`src/rtl/imm_decode_stage.sv`:
```
// Pipelined immediate decoder: classifies an RV32/RV64 instruction word,
// builds the extended immediate and pushes the result through PIPE_DEPTH
// elastic register stages. Also counts accepted illegal instructions.
module imm_decode_stage #(
    parameter int XLEN       = 32,
    parameter int PIPE_DEPTH = 1,
    parameter int CNT_W      = 8
) (
    input  logic             clk,
    input  logic             reset,
    input  logic             in_valid,
    output logic             in_ready,
    input  logic [31:0]      instr,
    output logic             out_valid,
    input  logic             out_ready,
    output logic [2:0]       imm_src,
    output logic [XLEN-1:0]  imm,
    output logic             illegal,
    output logic [6:0]       opcode,
    output logic [CNT_W-1:0] err_count,
    input  logic             err_clear
);

    typedef struct packed {
        logic [2:0]      src;
        logic [XLEN-1:0] imm;
        logic            illegal;
        logic [6:0]      opcode;
    } result_t;

    localparam result_t RESULT_RST = '{src: 3'b111, imm: '0, illegal: 1'b0, opcode: 7'd0};

    // Raw immediate fields, signed so that a size cast sign-extends them.
    logic signed [11:0] imm_i;
    logic signed [11:0] imm_s;
    logic signed [12:0] imm_b;
    logic signed [20:0] imm_j;
    logic signed [31:0] imm_u;

    assign imm_i = instr[31:20];
    assign imm_s = {instr[31:25], instr[11:7]};
    assign imm_b = {instr[31], instr[7], instr[30:25], instr[11:8], 1'b0};
    assign imm_j = {instr[31], instr[19:12], instr[20], instr[30:21], 1'b0};
    assign imm_u = {instr[31:12], 12'b0};

    result_t                 dec;
    result_t                 stage_q [PIPE_DEPTH];
    result_t                 up_d    [PIPE_DEPTH];
    logic [PIPE_DEPTH-1:0]   stage_v;
    logic [PIPE_DEPTH-1:0]   up_v;
    logic [PIPE_DEPTH-1:0]   rdy;
    logic [PIPE_DEPTH-1:0]   dn_rdy;
    logic                    accept;

    // Combinational format decode; anything unrecognised falls back to 111/0.
    always_comb begin
        dec        = RESULT_RST;
        dec.opcode = instr[6:0];
        if (instr[1:0] != 2'b11) begin
            dec.illegal = 1'b1;
        end else begin
            case (instr[6:0])
                7'b0110111, 7'b0010111: begin
                    dec.src = 3'b100;
                    dec.imm = XLEN'(imm_u);
                end
                7'b1101111: begin
                    dec.src = 3'b011;
                    dec.imm = XLEN'(imm_j);
                end
                7'b1100111, 7'b0000011, 7'b0010011, 7'b0001111: begin
                    dec.src = 3'b000;
                    dec.imm = XLEN'(imm_i);
                end
                7'b1100011: begin
                    dec.src = 3'b010;
                    dec.imm = XLEN'(imm_b);
                end
                7'b0100011: begin
                    dec.src = 3'b001;
                    dec.imm = XLEN'(imm_s);
                end
                7'b1110011: begin
                    if (instr[14:12] != 3'b000) begin
                        dec.src = 3'b101;
                        dec.imm = XLEN'(instr[19:15]);
                    end
                end
                7'b0110011: dec.illegal = 1'b0;
                default:    dec.illegal = 1'b1;
            endcase
        end
    end

    // Ready chain from the output backwards, plus upstream valid/data per stage.
    always_comb begin
        logic r;
        r = out_ready;
        for (int i = PIPE_DEPTH - 1; i >= 0; i--) begin
            dn_rdy[i] = r;
            r         = !stage_v[i] || r;
            rdy[i]    = r;
        end
        up_v[0] = in_valid;
        up_d[0] = dec;
        for (int i = 1; i < PIPE_DEPTH; i++) begin
            up_v[i] = stage_v[i-1];
            up_d[i] = stage_q[i-1];
        end
    end

    // Elastic stage registers: load when upstream offers and we are ready,
    // otherwise drop valid once the downstream side has taken the contents.
    always_ff @(posedge clk or posedge reset) begin
        if (reset) begin
            stage_v <= '0;
            for (int i = 0; i < PIPE_DEPTH; i++) begin
                stage_q[i] <= RESULT_RST;
            end
        end else begin
            for (int i = 0; i < PIPE_DEPTH; i++) begin
                if (up_v[i] && rdy[i]) begin
                    stage_v[i] <= 1'b1;
                    stage_q[i] <= up_d[i];
                end else if (dn_rdy[i]) begin
                    stage_v[i] <= 1'b0;
                end
            end
        end
    end

    assign accept = in_valid && in_ready;

    // Saturating illegal counter, counted at accept time; clear has priority.
    always_ff @(posedge clk or posedge reset) begin
        if (reset) begin
            err_count <= '0;
        end else if (err_clear) begin
            err_count <= '0;
        end else if (accept && dec.illegal && (err_count != '1)) begin
            err_count <= err_count + 1'b1;
        end
    end

    assign in_ready  = rdy[0];
    assign out_valid = stage_v[PIPE_DEPTH-1];
    assign imm_src   = stage_q[PIPE_DEPTH-1].src;
    assign imm       = stage_q[PIPE_DEPTH-1].imm;
    assign illegal   = stage_q[PIPE_DEPTH-1].illegal;
    assign opcode    = stage_q[PIPE_DEPTH-1].opcode;

endmodule

```
`config.mk`:
```
export PLATFORM = sky130hd
export DESIGN_NAME = imm_decode_stage
export DESIGN_NICKNAME = d
export VERILOG_FILES = /design/src/rtl/imm_decode_stage.sv
export SDC_FILE = /design/constraint.sdc
export NUM_CORES = 1
export LEC_CHECK = 0
export ABC_AREA = 1
export CORE_AREA = 2 2 78 80
export DETAILED_ROUTE_END_ITERATION = 6
export DIE_AREA = 0 0 80 82
export PLACE_DENSITY = 0.84
export SLEW_MARGIN = 20
export SYNTH_ARGS = -nofsm -noshare
export SYNTH_HDL_FRONTEND = slang
export SYNTH_SLANG_ARGS = --single-unit
```
`constraint.sdc`:
```
create_clock -name clk -period 4.3 [get_ports clk]
set_clock_uncertainty 0.15 [all_clocks]
set_input_delay 0.645 -clock clk [delete_from_list [all_inputs] [get_ports clk]]
set_output_delay 0.645 -clock clk [all_outputs]
set_load 0.02 [all_outputs]
```
==> flow_metrics.tcl <==
set metrics [dict create \
    status "finished clean" \
    p_per_area_nw_per_um2 290.8 \
    cts_num_sinks 52 \
    critical_path.startpoint "instr[0]" \
    criticalPathCategory "in2reg" \
    finalInstanceArea_um2 3820 \
    coreArea_um2 5746 \
    post-route-min-period_ns 2.638 \
    drt_wl_total_um 7289 \
    place.gp.congestion 0.8854 \
    cts-root-buf "clkbuf_8" \
    nets 503 \
    end_kind "register" \
    cp.required_ns 4.39 \
    gr-usage-all-layers_pct 23.51 \
    ys_types 23 \
    max_cap_violations 0 \
    dp.cells 533 \
    fmax_mhz 379.1 \
    dpl.hpwl_um 5379 \
    leakage_nw 2.009 \
    grt_first_pass_wirelength_um 12070 \
    hold_violations 0 \
    multi_input_area_um2 1313 \
    antenna_found_initial 0 \
    synth_edf_count 0 \
    nFillCells 512 \
    grt_pass1_vias 2623 \
    final_cells 541 \
    cts_tree "yes" \
    core.rowCount 28 \
    grt_overflow 0 \
    ys_ff_latch 52 \
    crit_path_start_kind "primary input" \
    drtIter0Drc 261 \
    arrival_ns 2.72 \
    synthesis.area_um2 2770 \
    drc 0 \
    setup_tns_ns 0 \
    cts_buffers 5 \
    vdd_ir_drop_max_mv 0.1752 \
    start_util_pct 48.21 \
    yosys_warnings 0 \
    drive_gt1_share_pct 8.584 \
    p_total_mw 1.111 \
    setup_viol 0 \
    viasPerCell 5.124 \
    dieArea_um2 6560 \
    clkLatencyLatePin_ns 0.30 \
    maxSlewViolCount 0 \
    rsz0062_at_grt "false" \
    detail-route-antenna-nets 0 \
    synth_nets 417 \
    port_buffers 89 \
    place_area_um2 3711 \
    worst-path-max-fanout 13 \
    holdBufCountCts 0 \
    seq_area_frac_synth_pct 47.11 \
    vias 2772 \
    seq_area_um2 1305 \
    clockBufferDepth 2 \
    ctsResizeCount 0 \
    syn_avg_cell_area_um2 7.309 \
    die_x_um 80 \
    drt-pass1-iter-count 4 \
    r2r_start "out_valid" \
    cts_max_level 2 \
    worstRegToRegCells 8 \
    ys_async_sr_fraction_pct 100.0 \
    grt_max_degree 53 \
    die_y_um 82 \
    io_pins 90 \
    syn_to_final_growth_pct 37.90 \
    r2r-end "err_count[0]" \
    diodes 0 \
    synthFlopType "dfrtp_1" \
    path_clk_slew_ns 0.09 \
    cts_setup_buffers 0 \
    hp-class "reg2reg" \
    syn_inst 379 \
    slew_headroom_pct 41.98 \
    period_share_pct 61.34 \
    wl_per_cell_um 13.47 \
    worst_slew_pin_slew_ns 0.8703 \
    r2r_slack_ns 2.32 \
    cp-endpoint "imm[20]" \
]
[area by class of cell]
| class | instances | share of cell area (%) |
|---|---|---|
| inverter | 25 | 2.489 |
| clock inverter | 2 | 0.9171 |
| sequential | 52 | 34.16 |
| multi-input combinational | 290 | 34.36 |
| clock buffer | 6 | 1.900 |
| tap | 75 | 2.457 |
| timing repair buffer | 91 | 23.71 |
[state kept, by name (all words and copies together), names as in the netlist]
name and flops:
err_count 8, opcode 7, illegal 1, imm_src 3, imm 32, out_valid 1
[critical path, cell delays in order]
cell,delay [ns]
clkdlybuf4s50_1,0.49
nand2_2,0.12
nor2_1,0.59
nand2_1,0.17
nand2_2,0.15
nor2_4,0.06
nand3_4,0.11
nand2_4,0.14
nand2_1,0.11
nand2_1,0.06
nand2_1,0.08
[where the power goes]
group	switching (mW)	internal, mW
Combinational	0.134	0.106
Sequential	0.0207	0.521
Clock	0.156	0.173
Total	0.311	0.800
[metrics by stage]
step / setup slack, ns / hold WS, ns / utilization (%)
global placement: 1.487 / 0.3097 / 64.59
CTS: 1.667 / 0.3366 / 66.46
global route: 1.462 / 0.3566 / 66.49
detailed placement: 1.366 / 0.3143 / 64.59
floorplan: 2.252 / 0.3509 / -
finish: 1.662 / 0.3312 / 66.49
[metal layers]
layer	GRT usage (%)	vias to the layer above	share of wire (%)
met3	4.066	12	6.8
li1	-	1361	-
met2	38.42	114	47
met5	0	-	0
met4	6.949	0	1.6
met1	32.29	1285	44
[cell usage after synthesis (2+ instances only)]
cell / instances / area, µm²
a21oi_1: 5 / 25.02
buf_2: 2 / 10.01
clkbuf_1: 9 / 33.78
dfrtp_1: 49 / 1226
dfstp_2: 3 / 78.83
inv_1: 23 / 86.33
inv_2: 2 / 7.510
nand2_1: 173 / 649.4
nand2_2: 15 / 93.84
nand2_4: 3 / 33.78
nand3_1: 47 / 235.2
nand4_1: 2 / 12.51
nor2_1: 17 / 63.81
nor2_2: 2 / 12.51
nor2_4: 2 / 22.52
nor3_1: 5 / 25.02
o21ai_0: 14 / 70.07
[cell usage in the layout, fill, tap and decap left out]
cell type / count
nand4_1: 2
a21boi_0: 1
nor2_4: 2
clkbuf_1: 1
nor3_1: 5
dfstp_2: 3
inv_2: 2
nand3_2: 1
nand4_4: 1
inv_1: 22
clkdlybuf4s50_1: 89
ha_1: 1
dfrtp_1: 49
clkinv_2: 2
clkbuf_8: 5
nand3_4: 1
bufinv_16: 1
nand2_2: 15
a21oi_1: 5
nor2_1: 17
o21ai_0: 14
nand2_4: 3
nand3_1: 47
nand2_1: 173
buf_4: 2
nor2_2: 2
[how the worst min path moves through the flow]
stage                    start    endpoint  slack (ns)  cells past startpoint
floorplan           imm_src[0]  imm_src[0]        0.35                      2
global placement    imm_src[1]  imm_src[1]        0.31                      2
detailed placement     imm[31]     imm[31]        0.31                      2
CTS                 imm_src[1]  imm_src[1]        0.34                      2
global route        imm_src[1]  imm_src[1]        0.36                      2
finish              imm_src[1]  imm_src[1]        0.33                      2
[cells by family (layout without fill, tap and decap cells)]
family,count (synthesis),after routing,share of synthesized area (%)
fa+ha+maj,1,1,0.4516
simple gates,269,269,43.22
buf+inv,37,124,5.510
compound gates,20,20,3.704
flops,52,52,47.11
(Power assumes the default switching activity.)
